**config.mk**
```make
export PLATFORM = sky130hd
export DESIGN_NAME = pipe_buffer_chain
export DESIGN_NICKNAME = d
export VERILOG_FILES = /design/src/rtl/pipe_buffer_chain.sv
export SDC_FILE = /design/constraint.sdc
export NUM_CORES = 1
export LEC_CHECK = 0
export CORE_MARGIN = 2
export CORE_UTILIZATION = 30
export CTS_CLUSTER_DIAMETER = 40
export DETAILED_ROUTE_END_ITERATION = 10
export PLACE_DENSITY = 0.68
export SETUP_SLACK_MARGIN = 0.05
export SLEW_MARGIN = 20
export SYNTH_ARGS = -nofsm -noshare
export SYNTH_HDL_FRONTEND = slang
export SYNTH_SLANG_ARGS = --single-unit
export TNS_END_PERCENT = 5
```
**constraint.sdc**
```tcl
create_clock -name Clk -period 6.7 [get_ports Clk]
set_input_delay 1.34 -clock Clk [delete_from_list [all_inputs] [get_ports Clk]]
set_output_delay 1.34 -clock Clk [all_outputs]
set_load 0.005 [all_outputs]
```
**src/rtl/pipe_buffer_chain.sv**
```systemverilog
// pipe_buffer_chain: parametrised chain of STAGES pipeline registers with a
// valid bit each. Each stage can be stalled or flushed. A bubble is inserted
// below a held stage. An optional collapse mode lets a bubble be overwritten
// while the stages below it are held. Two saturating counters track retired
// entries and inserted bubbles.
module pipe_buffer_chain #(
  parameter int WIDTH    = 64,
  parameter int STAGES   = 4,
  parameter int COLLAPSE = 0,
  parameter int CNT_W    = 16
) (
  input  logic                      Clk,
  input  logic                      Rst,
  input  logic [WIDTH-1:0]          In,
  input  logic                      InValid,
  output logic                      InReady,
  input  logic [STAGES-1:0]         Stall,
  input  logic [STAGES-1:0]         Flush,
  output logic [STAGES*WIDTH-1:0]   StageData,
  output logic [STAGES-1:0]         StageValid,
  output logic [WIDTH-1:0]          Out,
  output logic                      OutValid,
  output logic [CNT_W-1:0]          RetireCount,
  output logic [CNT_W-1:0]          BubbleCount
);

  // Stage registers and their next-state values.
  logic [STAGES-1:0][WIDTH-1:0] data_r;
  logic [STAGES-1:0][WIDTH-1:0] data_nxt_s;
  logic [STAGES-1:0]            valid_r;
  logic [STAGES-1:0]            valid_nxt_s;

  // Effective hold per stage, and the values seen from the stage above.
  logic [STAGES-1:0]            hold_s;
  logic [STAGES-1:0]            up_hold_s;
  logic [STAGES-1:0][WIDTH-1:0] up_data_s;
  logic [STAGES-1:0]            up_valid_s;
  logic [WIDTH-1:0]             in_data_s;

  // Bubble insertions and retirement for this cycle.
  logic [STAGES-1:0]            ins_s;
  logic [CNT_W-1:0]             bubble_n_s;
  logic                         retire_s;
  logic [CNT_W-1:0]             retire_r;
  logic [CNT_W-1:0]             bubble_r;

  // Add two counter values and clamp at all-ones so the result never wraps.
  function automatic logic [CNT_W-1:0] sat_add(input logic [CNT_W-1:0] a,
                                               input logic [CNT_W-1:0] b);
    logic [CNT_W:0] sum;
    sum = {1'b0, a} + {1'b0, b};
    if (sum[CNT_W]) begin
      sat_add = {CNT_W{1'b1}};
    end else begin
      sat_add = sum[CNT_W-1:0];
    end
  endfunction

  // Invalid input is loaded as all-zero data so bubbles are always clean.
  always_comb begin
    if (InValid) begin
      in_data_s = In;
    end else begin
      in_data_s = {WIDTH{1'b0}};
    end
  end

  // Propagate holds upstream. In collapse mode a bubble stage breaks the chain.
  // A scalar carries the running value, so the loop never reads hold_s back.
  always_comb begin
    logic h;
    hold_s            = {STAGES{1'b0}};
    h                 = Stall[STAGES-1];
    hold_s[STAGES-1]  = h;
    for (int k = STAGES - 2; k >= 0; k--) begin
      if (COLLAPSE != 0) begin
        h = Stall[k] | (h & valid_r[k]);
      end else begin
        h = Stall[k] | h;
      end
      hold_s[k] = h;
    end
  end

  // Stage k sees stage k-1 above it. Stage 0 sees the input, and the input is
  // never held, so stage 0 never takes a bubble.
  assign up_data_s  = {data_r[STAGES-2:0], in_data_s};
  assign up_valid_s = {valid_r[STAGES-2:0], InValid};
  assign up_hold_s  = {hold_s[STAGES-2:0], 1'b0};

  // Per-stage update. Flush beats hold, hold beats bubble insertion, and
  // bubble insertion beats a normal shift.
  always_comb begin
    data_nxt_s  = data_r;
    valid_nxt_s = valid_r;
    ins_s       = {STAGES{1'b0}};
    bubble_n_s  = {CNT_W{1'b0}};
    for (int k = 0; k < STAGES; k++) begin
      if (Flush[k]) begin
        data_nxt_s[k]  = {WIDTH{1'b0}};
        valid_nxt_s[k] = 1'b0;
      end else if (hold_s[k]) begin
        data_nxt_s[k]  = data_r[k];
        valid_nxt_s[k] = valid_r[k];
      end else if (up_hold_s[k]) begin
        data_nxt_s[k]  = {WIDTH{1'b0}};
        valid_nxt_s[k] = 1'b0;
        ins_s[k]       = 1'b1;
      end else begin
        data_nxt_s[k]  = up_data_s[k];
        valid_nxt_s[k] = up_valid_s[k];
      end
      bubble_n_s = bubble_n_s + {{(CNT_W-1){1'b0}}, ins_s[k]};
    end
  end

  // An entry retires when it leaves the last stage without being stalled or flushed.
  assign retire_s = valid_r[STAGES-1] & ~Stall[STAGES-1] & ~Flush[STAGES-1];

  // Stage registers and counters. Reset clears everything and overrides stall/flush.
  always_ff @(posedge Clk) begin
    if (Rst) begin
      data_r   <= {(STAGES*WIDTH){1'b0}};
      valid_r  <= {STAGES{1'b0}};
      retire_r <= {CNT_W{1'b0}};
      bubble_r <= {CNT_W{1'b0}};
    end else begin
      data_r   <= data_nxt_s;
      valid_r  <= valid_nxt_s;
      if (retire_s) begin
        retire_r <= sat_add(retire_r, {{(CNT_W-1){1'b0}}, 1'b1});
      end else begin
        retire_r <= retire_r;
      end
      bubble_r <= sat_add(bubble_r, bubble_n_s);
    end
  end

  assign StageData   = data_r;
  assign StageValid  = valid_r;
  assign Out         = data_r[STAGES-1];
  assign OutValid    = valid_r[STAGES-1];
  assign RetireCount = retire_r;
  assign BubbleCount = bubble_r;
  assign InReady     = ~hold_s[0];

endmodule

```
After elaboration in Yosys (flattened, before gate mapping)
Index checks and enable logic that the tools add are counted.
Word-level totals
  flip-flop bits (word level): 292
  input bits: 75
  output and inout bits: 358
  word-level logic and storage cells: 44
Operators by class
  add/sub/neg operators: 4
  multiplexer cells: 18
  bitwise gates (word level): 8
  reduce and logical (&&, ||, !) cells: 4
Operator list (number)
  $mux W64: 4
  $mux W16: 2
  $add A16 B1 Y17 const B: 1
  $add A16 B3 Y17: 1
  $mux W1: 12
  $reduce_or A2 Y1: 4
  $add A2 B1 Y3: 1
  $not A1 Y1: 3
  $or A1 B1 Y1: 3
  $add A1 B1 Y2: 1
  $and A1 B1 Y1: 2

Depth between registers and ports, before layout
Gate-level depths: netlist (run 1).
  depth after elaboration: 10
  depth in mapped cells: 14

Worst setup path after synthesis (run 1)
OpenSTA, ideal clock, no wires.
  path kind: input to register
  from: in Stall[3]
  to: reg bubble_r[10] (netlist: BubbleCount[10])
  setup time: 0.070 ns
  arrival: 4.755 ns
  path slack: 1.875 ns
  stages on the path: 14
  path through: buf_6 -> or3_1 -> clkbuf_1 -> clkbuf_1 -> or3b_2 -> fa_1 -> inv_1 -> ha_1 -> fa_1 -> nand3_1 -> nor4_1 -> nand3_1 -> buf_2 -> a21oi_1
Between the ends
  longest elaborated chain between the ends: 10
  elaborated cells between the ends (all ways): 16
  those cells by class: add/sub: 3; mux: 10; bitwise: 3
RTL lines
  start, declared: line 17  | input logic [STAGES-1:0] Stall,
  $or A1 B1 Y1 (3 in a row): line 79  | h = Stall[k] | h;
  $mux W1: line 105  | end else if (up_hold_s[k]) begin
  $mux W1: line 102  | end else if (hold_s[k]) begin
  $mux W1: line 99  | if (Flush[k]) begin
  $add A1 B1 Y2: line 113  | bubble_n_s = bubble_n_s + {{(CNT_W-1){1'b0}}, ins_s[k]};
  $add A2 B1 Y3 (*): line 113
  $add A16 B3 Y17 (*): line 51  | sum = {1'b0, a} + {1'b0, b};
  $mux W16 (*): line 52  | if (sum[CNT_W]) begin
  end signal, assigned: line 126  | bubble_r <= {CNT_W{1'b0}};
  end signal, assigned: line 135  | bubble_r <= sat_add(bubble_r, bubble_n_s);
  end, declared: line 45  | logic [CNT_W-1:0] bubble_r;
Every way passes the cells marked *; elsewhere a longest branch is shown, timed or not.
A chain may end at the register's enable or synchronous reset.

Worst setup path after layout (run 1)
  from: in Stall[2]
  to: reg bubble_r[0] (netlist: BubbleCount[0])
Between the ends
  longest elaborated chain between the ends: 10
  elaborated cells between the ends (all ways): 16
  those cells by class: add/sub: 3; mux: 10; bitwise: 3
RTL lines (line)
  $or A1 B1 Y1 (*): 79
  $or A1 B1 Y1 (2 in a row): 79
  $mux W1: 105
  $mux W1: 102
  $mux W1: 99
  $add A1 B1 Y2: 113
  $add A2 B1 Y3 (*): 113
  $add A16 B3 Y17 (*): 51
  $mux W16 (*): 52
Marks and branches as above.

==> key figures, run 1 <==
Yosys
  – Synthesized flop and latch total: 292
  – EDFF count, synth: 0
  – Syn avg cell area: 8.57 sq um
  – Netlist Area Pre-Place: 11500 sq um
  – Seq/Total Area, Yosys: about half
  – Cell taking the most area after synthesis: dfxtp_1
  – Synth top cells by count: dfxtp_1 (292), a21oi_1 (213), nand2_1 (145)
  – Count leader, synth: dfxtp_1
  – Mapped Nets: between 1000 and 1500
  – Async SR Flop Fraction: 0%
  – YS warnings: 0
  – Distinct cells, synth: 42
  – Synth Flop Type: dfxtp_1
  – Synth Instances: 1343
  – Top cell type's share of synthesized area: 50.8%
  – Synth top area cells: dfxtp_1 (51%), a21oi_1 (9.3%), nand2_1 (4.7%)

Power and ir drop
  – Pwr Density: 252 nW/um^2
  – Peak supply drop: 0.000174 V
  – Pleak: 5.41 nW
  – Cell internal pwr: around 0.0033 W
  – Clock power frac: 55.6%
  – Share of power burned in registers: 40.2%
  – Net switching power: 0.000989 W
  – Sw Share: between 20% and 30%
  – Gate power share: 4.2%
  – Total power draw: about 0.0043 W

Worst setup path
  – WP data arrival: 5.51 ns
  – Crit end category: register
  – Max incr delay on CP: 0.78 ns
  – Critical path peak fanout: 13
  – CP required: around 7 ns
  – Startpoint types: input port
  – Critical-path cell list: clkdlybuf4s50_1 -> or3_4 -> or3b_2 -> fa_1 -> inv_1 -> ha_1 -> fa_1 -> nand3_1 -> nor4_1 -> nand3_1 -> a21oi_1
  – Crit Path Class: in -> reg
  – CP max stage cell: nor4_1

Die
  – Initial Util: 30.5%
  – # IOs: 433
  – Die W: 200 microns
  – Row cnt: 71
  – Die height: 200 microns
  – Die area: 39900 sq um
  – Placeable core area: 37800 sq um

Placed design
  – Placed Area: 15700 sq um
  – Hpwl dp: 26.2 mm
  – IO buf count: about 430
  – GPL Wtd Cong: 0.827
  – Dpl cells: 2124

GRT
  – Grt ovf: 0
  – GRT Total Usage: 19.8%
  – Largest net degree at the start of global routing: 78
  – Initial antenna violation count: 2
  – Number of global-route vias before repair: 10558
  – First-pass GRT wire length: roughly 60 mm

STA
  – Final hold slack: about 0.47 ns
  – Max Slew Vio Count: 0
  – Fmax: between 0.15 and 0.2 GHz
  – Setup TNS: 0 ns
  – RSZ-0062 raised after global routing: no
  – Min cycle time layout: 5.05 ns
  – Final setup viols: 0
  – Worst Tran Pin Value: 0.984 ns
  – Worst slew margin relative to its limit: 34.4%
  – Hold Violations, Final: 0
  – Worst Clk Skew: 0.0192 ns
  – Period utilization: around 75%

Detailed routing
  – Post-route ant nets: 0
  – WL final: 41.1 mm
  – First-pass detailed-route iteration total: 5
  – WL/cell: 18.6 microns
  – Initial detailed-routing violation count: 490
  – Vias: 10961
  – DRC errors left: 0
  – Vias per cell: 4.96

Clocking
  – CTS buffer count: 45
  – Root Driver: clkbuf_16
  – Clock-pin slew on the worst setup and hold paths: 0.06 ns
  – CTS Sinks: 292
  – CTS tree: yes
  – Hold-fix buffers, CTS: 0
  – Resized cells post-CTS: 0
  – Skew-Pair Late Insertion Delay: 0.56 ns
  – H-tree levels: 2
  – Post-CTS Repair Setup Buffers: 0
  – Clk buf depth: 3

Final layout
  – Fillers: 3631
  – Share of cells above drive strength 1: 6.19%
  – Nets: 1740
  – Cell area after layout: 17200 sq um
  – Syn-to-layout area delta: 49.6%
  – Final Non-Filler Cells: between 2000 and 2500

Outcome
  – Status: finished clean

Hold path
  – Min-delay worst type: reg -> reg

Flow run
  – Max Cap Violations: 0
-- final timing paths --
check | to | cells after the start | slack, ns | from
worst max register to register | BubbleCount[0] | 9 | 3.38 | BubbleCount[0]
worst min-delay path | StageData[57] | 2 | 0.47 | StageData[57]
worst min register to register | StageData[57] | 2 | 0.47 | StageData[57]
worst max-delay path | BubbleCount[0] | 11 | 1.65 | Stall[2]
-- metal layers --
| metal | share of wire, % | global-route usage [%] |
|---|---|---|
| met3 | 9.0 | 5.81 |
| met2 | 48 | 33.9 |
| met1 | 41 | 23.6 |
| met5 | 0.032 | 0 |
| met4 | 2.3 | 7.22 |
-- cells in the final DEF, fill, tap and decap left out, types with 6 or more instances in the layout --
cell type	synthesis	final
a31oi_1	6	6
nand3_1	78	78
dfxtp_1	292	292
a21oi_1	213	213
nand4_1	8	8
nor4_1	7	7
a22oi_1	65	65
clkbuf_1	101	9
buf_4	65	16
nor3b_1	68	68
clkdlybuf4s50_1	0	428
o21ai_0	6	6
nor3_1	8	8
xnor2_1	14	14
nand3b_1	65	65
nor2_1	142	141
inv_1	8	7
clkbuf_16	0	47
nand2_1	145	145
-- sequential cells by signal, indices dropped and copies added, names as in the netlist --
signal,flops
StageData,192
Out,64
RetireCount,16
StageValid,4
BubbleCount,16
-- critical path: cells and delay by family --
kind            cells  cell delay (ns)
fa+ha+maj           3             0.86
simple gates        5             2.43
compound gates      1             0.29
buf+inv             2             0.57
-- stage by stage --
stage	setup slack, ns	utilization, %
after floorplan	1.87	-
after CTS	1.73	45.6
after global routing	1.37	45.6
after global placement	1.30	41.5
after detailed placement	1.14	41.5
final	1.65	45.6
-- kinds of logic after synthesis --
logic type | after synthesis | share of synthesized area, %
AND/OR/NAND/NOR | 544 | 24.1
AO/OA/AOI/OAI | 297 | 14.6
flip-flops | 292 | 50.8
buffers and inverters | 185 | 8.31
XOR/XNOR | 18 | 1.37
adder cells (fa/ha/maj) | 5 | 0.674
multiplexers | 2 | 0.174
-- final cells by class --
class	instances	area [sq um]	area share (%)
Inverter	8	30.0	0.174
Clock inverter	22	282	1.63
Multi-Input combinational cell	866	4730	27.4
Tap cell	511	639	3.71
Antenna cell	1	2.50	0.0145
Clock buffer	61	1280	7.42
Sequential cell	292	5850	33.9
Timing Repair Buffer	447	4420	25.7
-- power by group through the flow --
stage	registers (W)	clock network, W	logic [W]
5_1_grt	0.00174	0.00253	0.000193
6_report	0.00174	0.00241	0.000181
4_1_cts	0.00174	0.00245	0.000182
3_5_place_dp	0.00178	0	0.000182
2_1_floorplan	0.00178	0	0.0000880
3_3_place_gp	0.00178	0	0.000180
Power figures use the tool's default switching activity.
==> run 2: changes to the inputs <==
clock period = 4.7 ns   (was 6.7 ns; I/O delays follow)
==> run 2 against run 1 <==
Compared with the run above:
- non-clock buffer count is 3 higher
- global-route usage is 0.43 points higher
- hold slack worse by 0.0063 ns
- first-iteration DRC count is 0.82% lower
- count of clock-buffer cells in the layout is 6 lower
- via count is 0.60% higher
==> key figures, run 2 (same netlist as run 1, synthesis figures left out) <==
Final layout
  – Total area of sequential cells: roughly 5800 sq um
  – Fillers: 3604
  – Area of the multi-input gates: 4730 sq um
  – Syn-to-layout area delta: 50.4%
  – Ant. Diodes: 0
  – Cell area after layout: 17300 sq um
  – Most frequent cells in the layout: clkdlybuf4s50_1 (428), dfxtp_1 (292), a21oi_1 (213), nand2_1 (145), nor2_1 (141)
  – Final Non-Filler Cells: roughly 2200
  – Share of cells above drive strength 1: 6.21%
  – Most common cell after layout, fill and taps aside: clkdlybuf4s50_1
  – Nets: between 1500 and 2000
  – Max reg flops: about 190

Worst setup path
  – WP data arrival: approximately 4.6 ns
  – CP required: 5.16 ns
  – Critical path peak fanout: 13
  – Max incr delay on CP: roughly 0.5 ns
  – Crit Path Class: in -> reg
  – Worst Setup SP: Stall[2]
  – RR Endpoint: BubbleCount[1]
  – CP max stage cell: fa_1
  – Worst R2R Start: BubbleCount[0]
  – Startpoint types: input port
  – Register-to-register setup slack: approximately 1.9 ns
  – Crit end category: register
  – Critical-path cell list: clkdlybuf4s50_1 -> or3_4 -> or3b_2 -> fa_1 -> inv_1 -> ha_1 -> fa_1 -> nand3_1 -> nor4_1 -> nand3_1 -> a21oi_1
  – R2R cell count: 9

Die
  – # IOs: roughly 430
  – Row cnt: 71
  – Die height: ~200 microns
  – Initial Util: 30.5%
  – Die W: 200 microns
  – Die area: between 30000 and 40000 sq um
  – Placeable core area: ~38000 sq um

Hold path
  – Min-delay worst type: reg -> reg
  – Hold Startpoint: StageData[4]
  – Hold Path Stages: 2
  – WHS Endpoint: StageData[4]

Clocking
  – CTS tree: yes
  – Hold-fix buffers, CTS: 0
  – Clock-pin slew on the worst setup and hold paths: 0.05 ns
  – Root Driver: clkbuf_16
  – Post-CTS Repair Setup Buffers: 0
  – Resized cells post-CTS: 0
  – H-tree levels: 2
  – Skew-Pair Late Insertion Delay: 0.54 ns
  – CTS Sinks: 292
  – Clk buf depth: 3
  – CTS buffer count: 43

Placed design
  – GPL Wtd Cong: 0.822
  – Placed Area: approximately 16000 sq um
  – Pre-CTS setup slack: 0.0776 ns
  – IO buf count: 432
  – Hpwl dp: 26.7 mm
  – Dpl cells: 2127

Detailed routing
  – Met3 WL: 3.50 mm
  – First-pass detailed-route iteration total: 5
  – Vias: 11027
  – Post-route ant nets: 0
  – WL final: 41.7 mm
  – Met2 WL: 19.8 mm
  – Vias per cell: 5.01
  – Initial detailed-routing violation count: a little under 500
  – DR top layer: met5
  – WL/cell: about 19 microns
  – DRC errors left: 0
  – WL met1: 17.2 mm

GRT
  – First-pass GRT wire length: 62.7 mm
  – Initial antenna violation count: 2
  – GRT Total Usage: 20.3%
  – Grt ovf: 0
  – Number of global-route vias before repair: 10712
  – Largest net degree at the start of global routing: 131

Outcome
  – Status: finished clean

STA
  – Final worst setup slack: 0.600 ns
  – Max Slew Vio Count: 0
  – Fmax: 0.244 GHz
  – Min cycle time layout: 4.10 ns
  – Worst slew margin relative to its limit: 34.9%
  – Hold Violations, Final: 0
  – Worst Clk Skew: 0.0108 ns
  – RSZ-0062 raised after global routing: no
  – Final setup viols: 0
  – Worst Tran Pin Value: 0.976 ns
  – Period utilization: 87.2%
  – Setup TNS: 0 ns

Power and ir drop
  – Peak supply drop: ~0.00021 V
  – Pleak: around 5.5 nW
  – Pwr Density: 365 nW/um^2

Flow run
  – Max Cap Violations: 0
run 2: cell types whose count changed in the layout (fill, tap and decap cells not counted):
| cell | change |
|---|---|
| bufinv_16 | +5 |
| clkbuf_1 | -5 |
| clkinvlp_4 | -3 |
| buf_12 | +2 |
| clkbuf_16 | -2 |
| clkinv_2 | -2 |
| buf_4 | +1 |
| clkbuf_8 | +1 |
| diode_2 | -1 |
| inv_6 | -1 |
| inv_8 | -1 |
run 2: worst max path at each step:
| stage | end | slack (ns) |
|---|---|---|
| 3_5_place_dp | BubbleCount[1] | 0.08 |
| 3_3_place_gp | BubbleCount[0] | 0.23 |
| 2_1_floorplan | BubbleCount[10] | 0.27 |
| 4_1_cts | BubbleCount[1] | 0.66 |
| 6_report | BubbleCount[1] | 0.60 |
| 5_1_grt | BubbleCount[6] | 0.40 |
run 2: metal layers:
layer / up-vias / GRT usage [%]
li1: 5211 / -
met1: 5280 / 24.5
met2: 453 / 33.6
met3: 81 / 6.01
met4: 2 / 8.31
met5: - / 0
run 2: worst max-delay path: cells and delay by family:
| family | cells | cell delay (ns) |
|---|---|---|
| fa+ha+maj | 3 | 0.92 |
| simple gates | 5 | 1.93 |
| buf+inv | 2 | 0.50 |
| compound gates | 1 | 0.27 |
run 2: cell type report:
type | instances | share of cell area (%)
sequential | 292 | 33.8
multi-input combinational | 866 | 27.3
timing repair buffer | 450 | 25.8
clock buffer | 55 | 7.07
tap | 511 | 3.69
clock inverter | 20 | 2.19
inverter | 8 | 0.173
run 2: metrics by stage:
| stage | utilization, % | total power, W | hold slack [ns] |
|---|---|---|---|
| floorplan | - | 0.00266 | 0.456 |
| global placement | 41.6 | 0.00280 | 0.448 |
| detailed placement | 41.6 | 0.00280 | 0.452 |
| CTS | 45.8 | 0.00639 | 0.461 |
| global route | 45.8 | 0.00651 | 0.485 |
| finish | 45.8 | 0.00632 | 0.459 |
run 2: power by group:
| group | internal [W] | switching, W | leakage (nW) |
|---|---|---|---|
| Combinational | 0.0000913 | 0.000175 | 2.32 |
| Clock | 0.00239 | 0.00118 | 0.788 |
| Sequential | 0.00248 | 0.00000379 | 2.35 |
